==> src/rtl/psum_reader_pkg.sv <==
// Shared constants and types for the psum readback path.
// Imported by the row FIFO and the column serializer.
package psum_reader_pkg;

    localparam int COL     = 8;
    localparam int BW      = 8;
    localparam int BW_PSUM = 2 * BW + 4;
    localparam int COL_W   = $clog2(COL);
    localparam int DEPTH   = 4;

    typedef logic [BW_PSUM-1:0]     psum_word_t;
    typedef logic [BW_PSUM*COL-1:0] psum_row_t;

    typedef enum logic {
        IDLE,
        STREAM
    } rd_state_t;

endpackage

==> src/rtl/psum_row_fifo.sv <==
// Row-wide FIFO holding captured psum rows until they are serialized.
// Push is refused when full, even if a pop happens on the same edge.
module psum_row_fifo
    import psum_reader_pkg::*;
#(
    parameter int depth = DEPTH,
    parameter int PW    = $clog2(depth),
    parameter int CW    = PW + 1
) (
    input  logic            clk,
    input  logic            reset,
    input  logic            push,
    input  psum_row_t       push_row,
    input  logic            pop,
    output psum_row_t       head,
    output logic            full,
    output logic            empty,
    output logic [CW-1:0]   count
);

    localparam logic [CW-1:0] FULL_CNT = CW'(depth);

    psum_row_t     mem [depth];
    logic [PW-1:0] wr_ptr;
    logic [PW-1:0] rd_ptr;
    logic          do_push;
    logic          do_pop;

    assign full    = (count == FULL_CNT);
    assign empty   = (count == '0);
    assign do_push = push && !full;
    assign do_pop  = pop && !empty;
    assign head    = mem[rd_ptr];

    always_ff @(posedge clk) begin
        if (do_push && !reset) begin
            mem[wr_ptr] <= push_row;
        end
    end

    always_ff @(posedge clk) begin
        if (reset) begin
            wr_ptr <= '0;
            rd_ptr <= '0;
            count  <= '0;
        end else begin
            if (do_push) begin
                wr_ptr <= wr_ptr + 1'b1;
            end
            if (do_pop) begin
                rd_ptr <= rd_ptr + 1'b1;
            end
            unique case ({do_push, do_pop})
                2'b10:   count <= count + 1'b1;
                2'b01:   count <= count - 1'b1;
                default: count <= count;
            endcase
        end
    end

endmodule

==> src/rtl/psum_reader.sv <==
// Captures psum rows from the core output bus and streams them
// downstream one column word at a time over valid/ready.
module psum_reader
    import psum_reader_pkg::*;
#(
    parameter int depth = DEPTH
) (
    input  logic                     clk,
    input  logic                     reset,
    input  logic [BW_PSUM*COL-1:0]   psum_in,
    input  logic                     psum_valid,
    output logic                     psum_full,
    output logic [BW_PSUM-1:0]       rd_data,
    output logic [COL_W-1:0]         rd_col,
    output logic                     rd_last,
    output logic                     rd_valid,
    input  logic                     rd_ready,
    output logic [15:0]              row_cnt,
    output logic                     overflow
);

    localparam int CW = $clog2(depth) + 1;
    localparam logic [COL_W-1:0] LAST_COL = COL_W'(COL - 1);

    rd_state_t        state;
    logic [COL_W-1:0] col_idx;
    psum_row_t        head;
    psum_word_t       words [COL];
    logic             full;
    logic             empty;
    logic [CW-1:0]    count;
    logic             push_ok;
    logic             xfer;
    logic             at_last;
    logic             pop;

    psum_row_fifo #(.depth(depth)) u_fifo (
        .clk      (clk),
        .reset    (reset),
        .push     (psum_valid),
        .push_row (psum_in),
        .pop      (pop),
        .head     (head),
        .full     (full),
        .empty    (empty),
        .count    (count)
    );

    always_comb begin
        for (int c = 0; c < COL; c++) begin
            words[c] = head[c*BW_PSUM +: BW_PSUM];
        end
    end

    assign push_ok  = psum_valid && !full;
    assign rd_valid = (state == STREAM);
    assign at_last  = (col_idx == LAST_COL);
    assign xfer     = rd_valid && rd_ready;
    assign pop      = xfer && at_last;

    assign psum_full = full;
    assign rd_col    = col_idx;
    assign rd_last   = rd_valid && at_last;
    assign rd_data   = rd_valid ? words[col_idx] : '0;

    always_ff @(posedge clk) begin
        if (reset) begin
            state    <= IDLE;
            col_idx  <= '0;
            row_cnt  <= '0;
            overflow <= 1'b0;
        end else begin
            if (psum_valid && full) begin
                overflow <= 1'b1;
            end
            unique case (state)
                IDLE: begin
                    if (push_ok) begin
                        state <= STREAM;
                    end
                end
                STREAM: begin
                    if (xfer && at_last) begin
                        col_idx <= '0;
                        row_cnt <= row_cnt + 16'd1;
                        // last buffered row leaving with nothing arriving
                        if (count == CW'(1) && !push_ok) begin
                            state <= IDLE;
                        end
                    end else if (xfer) begin
                        col_idx <= col_idx + 1'b1;
                    end
                end
                default: state <= IDLE;
            endcase
        end
    end

    logic unused_empty;
    assign unused_empty = empty;

endmodule

==> config.mk <==
export PLATFORM = sky130hd
export DESIGN_NAME = psum_reader
export DESIGN_NICKNAME = d
export VERILOG_FILES = /design/src/rtl/psum_reader_pkg.sv /design/src/rtl/psum_row_fifo.sv /design/src/rtl/psum_reader.sv
export SDC_FILE = /design/constraint.sdc
export NUM_CORES = 1
export LEC_CHECK = 0
export CELL_PAD_IN_SITES_DETAIL_PLACEMENT = 2
export CELL_PAD_IN_SITES_GLOBAL_PLACEMENT = 2
export CORE_ASPECT_RATIO = 1.5
export CORE_UTILIZATION = 30
export CTS_BUF_LIST = sky130_fd_sc_hd__clkbuf_8 sky130_fd_sc_hd__clkbuf_16
export CTS_CLUSTER_DIAMETER = 150
export DETAILED_ROUTE_END_ITERATION = 6
export PLACE_DENSITY = 0.66
export SETUP_SLACK_MARGIN = 0.02
export SLEW_MARGIN = 20
export SYNTH_ARGS = -nofsm -noshare
export SYNTH_HDL_FRONTEND = slang
export SYNTH_SLANG_ARGS = --single-unit
export TNS_END_PERCENT = 5
==> constraint.sdc <==
create_clock -name clk -period 7 [get_ports clk]
set_input_delay 1.4 -clock clk [delete_from_list [all_inputs] [get_ports clk]]
set_output_delay 1.4 -clock clk [all_outputs]
set_load 0.005 [all_outputs]
### Word level (Yosys, flattened, before mapping)

Memories as Yosys holds them, arrays and structs flattened. A register that Yosys moved wholly into a read port is not among the register bits.
Cells that the tools add are included.

* memory bits (read-only): 0
* bits in writable memories: 640
* memories: 1
* input port bits: 164
* flip-flop bits (word level): 28
* bits in latches: 0
* logic and storage cells: 54

* bitwise gates (word level): 2
* $add $sub $neg: 6
* div/mod/pow operators: 0
* $lt $le $gt $ge: 1
* $mul: 0
* reduce and logical (&&, ||, !) cells: 17
* equality and inequality tests: 5
* shift operators: 0
* mux-type cells: 15

Memories
* u_fifo.mem: words 4, width 160, read ports 1, clocked after Yosys merged registers in 1, write ports 1, line psum_row_fifo.sv:23 `psum_row_t mem [depth];`

Operators with widths (number)
* 20-bit binary-select mux with 3-bit select: 1
* 20-bit two-way mux: 3
* 16-bit by 1-bit adder with 16-bit output, second input constant: 1
* 1-bit logical AND: 8
* 3-bit by 1-bit adder with 3-bit output, second input constant: 2
* 3-bit == test, second input constant: 2
* 3-bit two-way mux: 2
* 3-bit one-hot mux with 2 select lines: 1
* 1-bit two-way mux: 5
* 2-bit by 1-bit adder with 2-bit output, second input constant: 2
* 4-bit >= comparator, second input constant: 1
* 1-bit zero test: 4
* 2-bit two-way mux: 2
* 3-bit inverter with 4-bit output: 1
* 2-bit AND reduction: 2
* 2-bit nonzero test: 2
* 3-bit by 1-bit == test with 1-bit output, second input constant: 1
* 3-bit zero test: 1
* 3-bit by 1-bit subtractor with 3-bit output, second input constant: 1
* 2-bit by 1-bit == test with 1-bit output, second input constant: 1
* 2-bit == test, second input constant: 1
* 1-bit one-hot mux with 2 select lines: 1
* 1-bit inverter: 1

### Depth between registers and ports, before layout

Gate-level depths: netlist of run 1.

* depth after elaboration: 8
* mapped depth: 9

### Cells and area by module

Synthesis of run 1 repeated with hierarchy kept, for this count alone.

* cell total of the unflattened synthesis: 1096
* area, all modules: 25792.2 µm²

By module, submodules not included
* psum_row_fifo: area an instance 23541.3 µm², instances 1, cells an instance 890
* psum_reader: area an instance 2250.9 µm², instances 1, cells an instance 206

### Worst setup path before layout of run 1

No wires, ideal clock.

* kind: input to register
* from: input psum_valid
* to: memory u_fifo.mem[0][0] (netlist name) (enable)
* setup slack: 1.016 ns
* library setup time: 0.540 ns
* stages on the path: 4
* arrival time: 5.444 ns
* required time: 6.460 ns
* path through: nand2b_1 clkbuf_1 nor2_1 and2_1

* longest elaborated chain between the ends: 4

Ends and longest elaborated chain
* start, declared: line psum_reader.sv:11 `input logic psum_valid,`
* 1-bit logical AND: line psum_row_fifo.sv:31 `assign do_push = push && !full;`
* 1-bit logical AND: line psum_row_fifo.sv:36 `if (do_push && !reset) begin`
* 1-bit two-way mux: line psum_row_fifo.sv:36
* 1-bit two-way mux (not written as such): line psum_row_fifo.sv:37 `mem[wr_ptr] <= push_row;`
* end, declared: line psum_row_fifo.sv:23

No other way between the ends.

==> metrics.txt, run 1 <==
maximum count of clock buffers along a single path=3; cts bufs inserted=69; worst hold slack=0.4915 ns; syn_area_per_cell=21.52 um^2; worst-margin pin slew=1.048 ns; CTS clock-pin slew for the worst setup and hold paths=0.06 ns; YS warnings=0; critical-path cell with the highest stage delay=dfxtp_4; count of port buffers added during placement=206; Iter 0 DRT Violations=891; synth unique cells=40; final hold viol count=0; via count normalized by instance count=4.889; clock latency of the later-clocked register in the worst-skew pair=0.62 ns; Core Region=0.08507 mm^2; final worst setup slack=1.595 ns; top cells by instance count after synthesis=edfxtp_1, mux4_2, mux2i_1; Synth-to-Final Area Change=21.99%; run status=complete, no violations; cell area after synthesis=0.02578 mm^2; largest stage delay on the critical path=0.95 ns; routed wire length=69610 um; number of nets at the end of the flow=1607; setup fix buffers added after clock tree synthesis=0; total power per unit cell area=275.1 mW/mm^2; Max-cap violations=0; gate count after technology mapping=1198; Setup TNS Final=0 ns; drt drc=0; share of final-layout standard cells stronger than drive strength 1=0.2166; hold_buf cts=0; Top Ports=207; final critical-path required period=5.405 ns; net count of the mapped netlist=1374; area leader, netlist=edfxtp_1; headroom to the max-slew limit=0.3016; Post-DRT Antenna Nets=0; floorplan die height=361.1 um; standard-cell row count=131; final weighted congestion of routability-driven global placement=0.7024; Setup-failing EPs final=0; die outline area=0.08714 mm^2; DP Cell Count=2490; highest clock frequency the design can meet=185.0 MHz; total count of max-transition violations in the final report=0; overall global routing resource usage=0.1619; starting utilization of the core area=0.3031; count of flip-flops with a built-in enable after synthesis=640; flip-flop and latch count after synthesis=670; CP Capture Type=output port; Critical Path Source Type=flip-flop; pin count of the biggest net entering global routing=127; static leakage=9.562 nW; async set-reset flop share out of synthesis=0; Main synth FF type=edfxtp_1; H-Tree Level Count=3; count of cells resized by post-cts repair=0; via count=12.80k; kind of critical path=flip-flop to output port; most frequent cell after synthesis=edfxtp_1; type of the most critical hold path=flip-flop to flip-flop; crit path max fanout=42; Final period util=0.7722; final design utilization=0.3698; placed wire-length estimate=44630 um; Congestion Overflow GR=0; arrival time of data at the critical path endpoint=4.01 ns; clock tree from TritonCTS=yes; largest vdd supply drop=0.1813 mV; portion of synthesized cell area occupied by the leading cell type=0.7454; average wire length per cell after detail routing=26.59 um; sink count of the clock tree=670; largest cells by area after synthesis=edfxtp_1, mux4_2, dfxtp_1; number of non-filler instances in the completed layout=2618; sequential fraction of the synthesis area=0.7687; buffer type at the clock tree root=clkbuf_16; unrepaired setup endpoints after global routing=false; first-pass GRT wire length=101200 um; Worst Path Required=5.60 ns; antenna violations before repair=21; CP cell instances=buf_4 > mux4_2 > mux2_2 > o221ai_1 > a31oi_1 > clkdlybuf4s50_1; number of global-route vias before repair=14.31k; setup clock skew after layout=0.02959 ns; TritonRoute pass-1 iters=4; die width=241.4 um; worst slack at placement=2.121 ns
[worst paths after layout]
kind / startpoint / slack (ns) / to / cells after the start
max: flip-flop / 1.59 / rd_data[0] / 6
min: overflow$_SDFFE_PP0P_ / 0.49 / overflow$_SDFFE_PP0P_ / 2
max reg2reg: u_fifo.count[0]$_SDFFE_PP0P_ / 3.78 / u_fifo.mem[2][150]$_DFFE_PP_ / 7
min reg2reg: overflow$_SDFFE_PP0P_ / 0.49 / overflow$_SDFFE_PP0P_ / 2
[worst max-delay path: cells and delay by family, from the launching register on]
kind            cells  cell delay [ns]
compound gates      2             0.60
buf+inv             2             0.92
mux                 2             0.85
flops               1             0.95
[kinds of logic (layout without fill, tap and decap cells)]
| group | count (synthesis) | count (layout) | share of synthesized area |
|---|---|---|---|
| mux | 224 | 224 | 0.1568 |
| xor+xnor | 14 | 14 | 0.004756 |
| compound gates | 111 | 111 | 0.03086 |
| fa+ha+maj | 12 | 12 | 0.005823 |
| flops | 670 | 670 | 0.7687 |
| simple gates | 90 | 90 | 0.01723 |
| buf+inv | 77 | 361 | 0.01582 |
| other cells | 0 | 6 | 0 |
[metrics by stage]
step           power (mW)  instance area, um^2
5_1_grt             8.920                31450
6_report            8.652                31450
4_1_cts             8.774                31440
3_5_place_dp        5.059                29190
3_3_place_gp        5.032                29180
2_1_floorplan       4.796                25780
[power breakdown]
group / leakage [nW] / switching [mW] / internal [mW]
sequential: 6.06 / 0.0377 / 4.51
clock: 1.15 / 1.56 / 2.12
combinational: 2.35 / 0.230 / 0.187
[per-layer routing]
metal	routed length (um)	global-route usage
met1	27940	0.1968
met2	35950	0.2752
met3	3603	0.03883
met4	1939	0.06267
met5	173	0
[final cells by class]
| cell class | count | area, um^2 |
|---|---|---|
| inverters | 9 | 36.28 |
| clock buffers | 74 | 1841 |
| multi-input cells | 451 | 5582 |
| diodes | 6 | 15.01 |
| fillers | 8083 | 53610 |
| repair buffers | 230 | 2330 |
| flip-flops and latches | 670 | 19830 |
| clock inverters | 48 | 406.6 |
| well taps | 1130 | 1414 |
[state kept, by name, indices dropped and copies added, names as in the netlist, named ones only]
signal	cells
u_fifo.mem	640
row_cnt	16
rd_valid	1
overflow	1
u_fifo.wr_ptr	2
u_fifo.rd_ptr	2
rd_col	3
u_fifo.count	3
[cells in the final DEF (no fill, tap or decap), types with 6 or more instances in the layout]
master and instances:
dfxtp_1 25, inv_1 20, edfxtp_1 640, buf_12 7, ha_1 12, nand2_1 28
xnor2_1 6, clkdlybuf4s50_1 206, o2111ai_1 11, diode_2 6, xor2_1 8, a221oi_1 9
bufinv_16 6, mux2_2 40, clkinv_2 13, a31oi_1 20, clkinv_1 9, mux4_2 140
nor2_1 23, buf_4 17, a22oi_1 20, nand3_1 8, o21ai_0 13, o221ai_1 20
mux2i_1 44, clkbuf_16 73, a21oi_1 12
Power figures use the tool's default switching activity.
==> run 2: changes to the inputs <==
==> constraint.sdc (replaced) <==
create_clock -name clk -period 5.5 [get_ports clk]
set_input_delay 1.1 -clock clk [delete_from_list [all_inputs] [get_ports clk]]
set_output_delay 1.1 -clock clk [all_outputs]
set_load 0.005 [all_outputs]
==> run 2 against run 1 <==
Net effect:
- first-iteration DRC count is 14% lower
- critical endpoint is now rd_data[14]
- setup slack lost 0.93 ns
- final cell count grew 0.50%
- clock skew decreased by 0.0082 ns
- clock-buffer cell count fell by 4
- total power increased by 25%
- core utilization rose by 0.11 points
==> metrics.txt, run 2 (synthesis gave the netlist of run 1 again) <==
run status=complete, no violations; routed wire length=70890 um (+1.8%); most common cell after layout, fill and taps aside=edfxtp_1; filler cell count in the final layout=8120 (+0.46%); antenna violations before repair=22 (+4.8%); met3 usage=0.03876 (-0.00007630); Synth-to-Final Area Change=22.37%; Setup TNS Final=0 ns (unchanged); number of non-filler instances in the completed layout=2631 (+0.50%); number of nets at the end of the flow=1617 (+0.62%); Critical Path Source Type=flip-flop; static leakage=9.606 nW (+0.46%); unrepaired setup endpoints after global routing=false; buffer type at the clock tree root=clkbuf_16; number of global-route vias before repair=14.39k (+0.53%); Most Crowded Layer GR=met2; drt drc=0 (unchanged); starting utilization of the core area=0.3031 (unchanged); Iter 0 DRT Violations=767 (-14%); final hold viol count=0 (unchanged); GR Layer Usage met1=0.2013 (+0.004498); floorplan die height=361.1 um (unchanged); kind of critical path=flip-flop to output port; final critical-path required period=4.831 ns; pin count of the biggest net entering global routing=62 (-51%); multi-input logic area=0.005577 mm^2 (about the same); placed wire-length estimate=45850 um (+2.7%); total power per unit cell area=343.2 mW/mm^2 (+25%); final weighted congestion of routability-driven global placement=0.7153 (+1.8%); sink count of the clock tree=670 (unchanged); share of final-layout standard cells stronger than drive strength 1=0.2134 (-0.003176); CTS clock-pin slew for the worst setup and hold paths=0.07 ns (about the same); clock tree from TritonCTS=yes; clock latency of the later-clocked register in the worst-skew pair=0.61 ns (about the same); cts bufs inserted=69 (unchanged); hold-critical path depth=2 (unchanged); Max-cap violations=0 (unchanged); hold_buf cts=0 (unchanged); TritonRoute pass-1 iters=5 (+1); highest clock frequency the design can meet=207.0 MHz; average wire length per cell after detail routing=26.94 um (+1.3%); register with the most flip-flops=u_fifo.mem; overall global routing resource usage=0.1650 (+0.003103); Final period util=0.8783; Core Region=0.08507 mm^2 (unchanged); maximum count of clock buffers along a single path=3 (unchanged); CP Capture Type=output port; setup clock skew after layout=0.02136 ns (-0.008230 ns); Worst Path Required=4.40 ns (-1.20 ns); H-Tree Level Count=3 (unchanged); type of the most critical hold path=flip-flop to flip-flop; most frequent cells in the layout=edfxtp_1, clkdlybuf4s50_1, mux4_2; Congestion Overflow GR=0 (unchanged); max reg flops=640 (unchanged); Post-DRT Antenna Nets=0 (unchanged); arrival time of data at the critical path endpoint=3.73 ns (-0.28 ns); first-pass GRT wire length=102400 um (+1.1%); headroom to the max-slew limit=0.3193 (+0.01768); Largest regs=u_fifo.mem: 640 flops, row_cnt: 16 flops; DP Cell Count=2500 (+0.40%); die width=241.4 um (unchanged); met2 usage in global routing=0.2769 (+0.001634); die outline area=0.08714 mm^2 (unchanged); total count of max-transition violations in the final report=0 (unchanged); count of port buffers added during placement=206 (unchanged); setup fix buffers added after clock tree synthesis=0 (unchanged); via count normalized by instance count=4.894 (+0.10%); crit path max fanout=28 (-33%); standard-cell row count=131 (unchanged); worst-margin pin slew=1.021 ns (-0.02652 ns); count of cells resized by post-cts repair=0 (unchanged); total area of sequential cells=0.01983 mm^2 (unchanged); Setup-failing EPs final=0 (unchanged); Top Ports=207 (unchanged); largest vdd supply drop=0.2618 mV (+44%); number of cells on the worst reg-to-reg path=7 (unchanged); via count=12.88k (+0.60%)
==> run 2: cell count changes in the layout (fill, tap and decap cells not counted), moves of 3 or more <==
cell / delta
inv_1: +8
buf_12: +11
diode_2: +5
clkinv_2: -6
clkbuf_16: -3
==> run 2: path summary, 6_finish.rpt <==
check | startpoint | to | slack, ns
max | flip-flop | rd_data[14] | 0.67
min | overflow$_SDFFE_PP0P_ | overflow$_SDFFE_PP0P_ | 0.48
max reg2reg | u_fifo.count[0]$_SDFFE_PP0P_ | u_fifo.mem[2][12]$_DFFE_PP_ | 2.46
min reg2reg | overflow$_SDFFE_PP0P_ | overflow$_SDFFE_PP0P_ | 0.48
==> run 2: cell type report <==
cell class,count,area share
antenna,11,0.0008724
clock buffer,70,0.05552
clock inverter,50,0.01182
inverter,9,0.001150
multi-input combinational,451,0.1767
sequential,670,0.6285
tap,1130,0.04481
timing repair buffer,240,0.08058
==> run 2: power breakdown <==
group          leakage (nW)  switching, mW  internal [mW]
clock network          1.11           1.95           2.55
logic                  2.43          0.296          0.245
registers              6.06         0.0471           5.74
total                  9.61           2.30           8.53
==> run 2: per-layer routing <==
layer | routed length (um) | vias to the layer above | share of wire
li1 | - | 5538 | -
met5 | 135 | - | 0.0019
met4 | 2208 | 20 | 0.031
met2 | 36230 | 328 | 0.51
met3 | 3926 | 108 | 0.055
met1 | 28390 | 6883 | 0.40
==> run 2: metrics by stage <==
step	cell area, um^2	total power [mW]	setup slack [ns]	util	hold slack [ns]
2_1_floorplan	25780	6.097	-0.1834	-	0.4604
3_3_place_gp	29400	6.415	1.251	0.3456	0.4607
3_5_place_dp	29400	6.452	1.188	0.3456	0.4702
4_1_cts	31520	10.98	0.5040	0.3706	0.4904
5_1_grt	31540	11.17	0.4318	0.3708	0.5334
6_report	31550	10.83	0.6693	0.3709	0.4848
==> run 2: worst max-delay path, stage by stage, from the launching register on <==
cell and delay [ns]:
dfxtp_4 0.76, buf_12 0.30, buf_4 0.28, mux4_2 0.53, mux2_2 0.29, o221ai_1 0.29, a31oi_1 0.13, clkdlybuf4s50_1 0.52
